[config.mk]
export PLATFORM = sky130hd
export DESIGN_NAME = bus_arb2
export DESIGN_NICKNAME = d
export VERILOG_FILES = /design/src/rtl/bus_pkg.sv /design/src/rtl/mux2.sv /design/src/rtl/bus_arb2.sv
export SDC_FILE = /design/constraint.sdc
export NUM_CORES = 1
export LEC_CHECK = 0
export ABC_AREA = 1
export BUFFER_PORTS_ARGS = -buffer_cell sky130_fd_sc_hd__clkbuf_2
export CORE_MARGIN = 2
export CORE_UTILIZATION = 46
export CTS_CLUSTER_DIAMETER = 200
export DETAILED_ROUTE_END_ITERATION = 16
export HOLD_SLACK_MARGIN = 0.1
export MAX_ROUTING_LAYER = met4
export PLACE_DENSITY_LB_ADDON = 0.1
export SLEW_MARGIN = 10
export SYNTH_ARGS = -nofsm -noshare
export SYNTH_HDL_FRONTEND = slang
export SYNTH_SLANG_ARGS = --single-unit
[constraint.sdc]
create_clock -name clk -period 4.5 [get_ports clk]
set_clock_uncertainty 0.15 [all_clocks]
set_input_delay 0.9 -clock clk [delete_from_list [all_inputs] [get_ports clk]]
set_output_delay 0.9 -clock clk [all_outputs]
set_load 0.01 [all_outputs]
[src/rtl/bus_pkg.sv]
// -----------------------------------------------------------------------------
// bus_pkg
//
// Shared definitions for the internal 12-bit bus and its two-port arbiter.
//
// Contents:
//   BUS_D_WIDTH  - native width of the shared internal bus.
//   PORT_FETCH   - owner ID of port 0 (instruction fetch path).
//   PORT_DATA    - owner ID of port 1 (load/store data path).
//   bus_state_t  - arbiter ownership state: IDLE / OWN0 / OWN1.
// -----------------------------------------------------------------------------
package bus_pkg;

   localparam int BUS_D_WIDTH = 12;

   // Owner IDs as they appear on bus_owner.
   localparam logic PORT_FETCH = 1'b0;
   localparam logic PORT_DATA  = 1'b1;

   // Ownership state. 2'b11 is unused and recovers to IDLE.
   typedef enum logic [1:0] {
      IDLE = 2'b00,
      OWN0 = 2'b01,
      OWN1 = 2'b10
   } bus_state_t;

endpackage : bus_pkg

[src/rtl/mux2.sv]
// -----------------------------------------------------------------------------
// mux2
//
// Two-way word multiplexer used as the shared bus datapath.
//
// Parameters:
//   d_width   - data word width.
//   sel_width - select width; any non-zero select picks mux2_data1.
//
// Ports:
//   mux2_sel    in   select (0 -> mux2_data0, otherwise mux2_data1)
//   mux2_data0  in   word for select 0
//   mux2_data1  in   word for select 1
//   mux2_result out  selected word (purely combinational)
// -----------------------------------------------------------------------------
module mux2 #(
   parameter int d_width   = 12,
   parameter int sel_width = 1
) (
   input  logic [sel_width-1:0] mux2_sel,
   input  logic [d_width-1:0]   mux2_data0,
   input  logic [d_width-1:0]   mux2_data1,
   output logic [d_width-1:0]   mux2_result
);

   always_comb begin
      mux2_result = mux2_data0;
      if (mux2_sel != '0) begin
         mux2_result = mux2_data1;
      end
   end

endmodule : mux2

[src/rtl/bus_arb2.sv]
// -----------------------------------------------------------------------------
// bus_arb2
//
// Two-requester arbiter and sequencer for the shared internal bus. Port 0 is
// the fetch path, port 1 the data path. Ownership is decided every cycle and
// held in a registered state; a registered select steers the shared mux2 so
// only the owner's word reaches the bus. A hold counter bounds how long one
// port may keep the bus while the other waits, and a last-served register
// breaks ties from IDLE in round-robin order.
//
// Handshake: reqN is a level request. A request high at rising edge N gives
// gntN high after edge N when the bus is free; the requester keeps reqN high
// and dataN stable for as long as it needs the bus, and drops reqN to release
// it. gntN falls at the first edge that samples reqN low, or when the other
// port is waiting and this port has already held the bus MAX_HOLD cycles.
//
// Parameters:
//   D_WIDTH   - bus data width.
//   MAX_HOLD  - max consecutive grant cycles while the other port waits (1..15).
//   CNT_WIDTH - hold counter width, 2**CNT_WIDTH > MAX_HOLD.
//
// Ports:
//   clk        in   sole clock, rising edge
//   rst_n      in   synchronous active-low reset
//   req0/req1  in   port requests (level, held while ownership is needed)
//   data0/1    in   port words
//   gnt0/gnt1  out  registered grants, never both high
//   bus_valid  out  gnt0 | gnt1
//   bus_owner  out  registered select, 0 = port 0, 1 = port 1
//   bus_data   out  owner's word, combinational from bus_owner and data inputs
//   dbg_state  out  current arbiter state
//   dbg_hold   out  current hold count
// -----------------------------------------------------------------------------
module bus_arb2
   import bus_pkg::*;
#(
   parameter int D_WIDTH   = BUS_D_WIDTH,
   parameter int MAX_HOLD  = 8,
   parameter int CNT_WIDTH = 4
) (
   input  logic                 clk,
   input  logic                 rst_n,
   input  logic                 req0,
   input  logic                 req1,
   input  logic [D_WIDTH-1:0]   data0,
   input  logic [D_WIDTH-1:0]   data1,
   output logic                 gnt0,
   output logic                 gnt1,
   output logic                 bus_valid,
   output logic                 bus_owner,
   output logic [D_WIDTH-1:0]   bus_data,
   output bus_state_t           dbg_state,
   output logic [CNT_WIDTH-1:0] dbg_hold
);

   // ---------------------------------------------------------------------------
   // Elaboration-time parameter checks
   // ---------------------------------------------------------------------------
   if (MAX_HOLD < 1 || MAX_HOLD > 15) begin : g_bad_max_hold
      $error("bus_arb2: MAX_HOLD must be in 1..15");
   end
   if ((1 << CNT_WIDTH) <= MAX_HOLD) begin : g_bad_cnt_width
      $error("bus_arb2: CNT_WIDTH too narrow for MAX_HOLD");
   end

   // Last hold value before a waiting port forces a switch.
   localparam logic [CNT_WIDTH-1:0] HOLD_LAST = CNT_WIDTH'(MAX_HOLD - 1);

   // ---------------------------------------------------------------------------
   // State
   // ---------------------------------------------------------------------------
   bus_state_t           state_q, state_d;
   logic [CNT_WIDTH-1:0] hold_q,  hold_d;
   logic                 last_q,  last_d;
   logic                 owner_q, owner_d;

   logic                 hold_at_last;

   assign hold_at_last = (hold_q == HOLD_LAST);

   // ---------------------------------------------------------------------------
   // Next-state logic
   // ---------------------------------------------------------------------------
   always_comb begin
      state_d = state_q;
      hold_d  = hold_q;
      last_d  = last_q;
      owner_d = owner_q;

      unique case (state_q)
         IDLE: begin
            // On a tie the port that was not served most recently wins.
            if (req0 && !(req1 && (last_q == PORT_FETCH))) begin
               state_d = OWN0;
            end else if (req1) begin
               state_d = OWN1;
            end
         end

         OWN0: begin
            if (req0 && !(req1 && hold_at_last)) begin
               // Saturate so a long solo grant still switches promptly once
               // the other port starts waiting.
               if (!hold_at_last) begin
                  hold_d = hold_q + CNT_WIDTH'(1);
               end
            end else if (req1) begin
               state_d = OWN1;
            end else begin
               state_d = IDLE;
            end
         end

         OWN1: begin
            if (req1 && !(req0 && hold_at_last)) begin
               if (!hold_at_last) begin
                  hold_d = hold_q + CNT_WIDTH'(1);
               end
            end else if (req0) begin
               state_d = OWN0;
            end else begin
               state_d = IDLE;
            end
         end

         default: begin
            state_d = IDLE;
         end
      endcase

      // Any entry into an ownership state restarts the hold count and
      // records the new owner. Staying in the same state is not an entry.
      if (state_d != state_q) begin
         if (state_d == OWN0) begin
            hold_d  = '0;
            last_d  = PORT_FETCH;
            owner_d = PORT_FETCH;
         end else if (state_d == OWN1) begin
            hold_d  = '0;
            last_d  = PORT_DATA;
            owner_d = PORT_DATA;
         end
      end
   end

   // ---------------------------------------------------------------------------
   // Registers
   // ---------------------------------------------------------------------------
   always_ff @(posedge clk) begin
      if (!rst_n) begin
         state_q <= IDLE;
         hold_q  <= '0;
         last_q  <= PORT_DATA;   // so port 0 wins the first tie
         owner_q <= PORT_FETCH;
      end else begin
         state_q <= state_d;
         hold_q  <= hold_d;
         last_q  <= last_d;
         owner_q <= owner_d;
      end
   end

   // ---------------------------------------------------------------------------
   // Outputs: grants decode directly from the state register.
   // ---------------------------------------------------------------------------
   assign gnt0      = (state_q == OWN0);
   assign gnt1      = (state_q == OWN1);
   assign bus_valid = gnt0 | gnt1;
   assign bus_owner = owner_q;
   assign dbg_state = state_q;
   assign dbg_hold  = hold_q;

   // Shared datapath; bus_owner keeps its value in IDLE, so bus_data keeps
   // following the last owner while bus_valid is low.
   mux2 #(
      .d_width   (D_WIDTH),
      .sel_width (1)
   ) u_mux2 (
      .mux2_sel    (owner_q),
      .mux2_data0  (data0),
      .mux2_data1  (data1),
      .mux2_result (bus_data)
   );

endmodule : bus_arb2

==> impl_metrics.tcl <==
set metrics [dict create \
    status "finished clean" \
    drive_above_1_share_pct 44.4 \
    port-buffer-count 49 \
    synth_fp_nets 155 \
    holdBufCountCts 0 \
    synth.avg_cell_area_um2 6.84 \
    die_w_um 46.2 \
    start_util_pct 48.1 \
    fp.dieH_um 46.2 \
    crit_path_start_kind "flop" \
    nets 208 \
    worst_pin_slew_ps 516 \
    synth_warnings 0 \
    max_freq_mhz 404 \
    synth-compound-area-share_pct 9.30 \
    synth_cells 120 \
    synth_xor_area_share_pct 0 \
    hold_viol_final 0 \
    place_area_mm2 0.00109 \
    slew_viol_final 0 \
    yosys.area_share.simple_pct 34.8 \
    fp-row-count 15 \
    grt_antenna_before_repair 0 \
    vias 946 \
    cts.htree.levels 1 \
    dp_hpwl_mm 1.61 \
    cts_inserted_buffers 3 \
    finalCritPeriodShare_pct 55.0 \
    fin_tns_setup_ps 0 \
    postLayoutCellArea_mm2 0.00111 \
    crit_type "flop to output port" \
    dr.first_iter.drc_count 10 \
    area_growth_pct 35.8 \
    fin_cells 196 \
    root_buffer "clkbuf_4" \
    detail-route-antenna-nets 0 \
    finalSetupViolCount 0 \
    whs_path_depth 2 \
    drtPass1Iterations 4 \
    cp_data_required_time_ps 3450 \
    setup_ws_ps 2030 \
    placedCellCount 193 \
    seq_area_frac_synth_pct 19.5 \
    post-route-util_pct 65.3 \
    cts.sinks 8 \
    cts_tree "built" \
    grt_pass1_wl_mm 3.22 \
    ir_drop_uv 250 \
    wl_mm 1.89 \
    power_mw 0.432 \
    maxCapViolCount 0 \
    drc 0 \
    worstSetupEndpointType "output port" \
    rsz0062_at_grt "false" \
    hold_ws_ps 304 \
    place_ws_ps 2040 \
    die-area_mm2 0.00214 \
    arrival_ps 1420 \
    cts_setup_buffers 0 \
    reg2reg_depth 12 \
    hold_path.class "flop to flop" \
    period_minus_slack_ps 2470 \
    io_pins 50 \
    wire_per_inst_um 9.66 \
    synth_fa_ha_area_share_pct 10.7 \
    yosysUniqueCellTypes 20 \
    grt_max_degree 15 \
    p_per_area_mw_per_mm2 388 \
    grt_pass1_vias 838 \
    grt_use_total_pct 21.3 \
    clock_path_buffers 2 \
    insertedDiodeCount 0 \
    slew_headroom_pct 65.6 \
    gp_congestion 0.853 \
    core_area_mm2 0.00171 \
    p_leak_nw 0.621 \
    synth_top_family_by_area "simple AND/OR/NAND/NOR gates" \
    cp_max_fo 14 \
    path_clk_slew_ps 60 \
    viasPerCell 4.83 \
    ys_ff_latch 8 \
    synthesis.area_um2 821 \
    cts_resized 0 \
    synthMuxAreaShare_pct 16.5 \
    overflow 0 \
    clock_latency_ps 260 \
]
## power by group
part           leakage, nW  internal (mW)  switching [mW]
clock network       0.0138         0.0305          0.0249
registers           0.0652         0.0839          0.0252
logic                0.542          0.123           0.144
## final cells by class
type	instances	area, µm²
multi-input cells	92	584
well taps	25	31.3
flip-flops and latches	8	160
clock buffers	3	22.5
repair buffers	49	245
inverters	19	71.3
fillers	156	593
## final timing paths
check	start	endpoint	slack [ps]
worst max-delay path	bus_owner	bus_data[7]	2030
worst min-delay path	last_q	last_q	300
worst max register to register	dbg_state[0]	bus_owner	2320
worst min register to register	last_q	last_q	300
## worst max-delay path: stages (launching register included)
cell	delay, ps
dfxtp_1	640
mux2_2	390
clkbuf_2	120
## routing by layer
| layer | vias to the layer above | GRT usage (%) | share of wire, % |
|---|---|---|---|
| met5 | - | - | 0 |
| met4 | 0 | 12.0 | 2.0 |
| met3 | 4 | 2.35 | 6.7 |
| met2 | 39 | 35.6 | 48 |
| met1 | 403 | 24.4 | 44 |
| li1 | 500 | - | - |
## synth_stat cells (all sizes together)
| library cell | instances | area, µm² |
|---|---|---|
| a21oi | 5 | 28.8 |
| a32oi | 1 | 8.76 |
| dfxtp | 8 | 160 |
| mux2 | 12 | 135 |
| buf | 1 | 5.00 |
| o21ai | 4 | 23.8 |
| inv | 19 | 71.3 |
| a31oi | 1 | 6.26 |
| ha | 7 | 87.6 |
| nand2 | 38 | 170 |
| o41ai | 1 | 8.76 |
| nor2 | 7 | 26.3 |
| nor4 | 1 | 6.26 |
| nand3 | 13 | 70.1 |
| nand4 | 2 | 12.5 |
## kinds of logic after synthesis
logic type,after synthesis
multiplexers,12
flip-flops,8
AO/OA/AOI/OAI,12
buffers and inverters,20
AND/OR/NAND/NOR,61
adder cells (fa/ha/maj),7
## registers in the layout, summed over array words and instances, names as in the netlist
name,flops
dbg_hold,4
bus_owner,1
dbg_state,2
last_q,1
## placed cells by master (no fill, tap or decap)
cell	count
a21oi_1	4
a21oi_2	1
a31oi_1	1
a32oi_1	1
clkbuf_2	49
clkbuf_4	3
dfxtp_1	8
ha_1	7
inv_1	19
mux2_2	12
nand2_1	29
nand2_2	8
nand2_4	1
nand3_1	12
nand3_2	1
nand4_1	2
nor2_1	7
nor4_1	1
o21ai_0	3
o21ai_2	1
o41ai_1	1
Note: power is estimated with default switching activity, not from simulation.
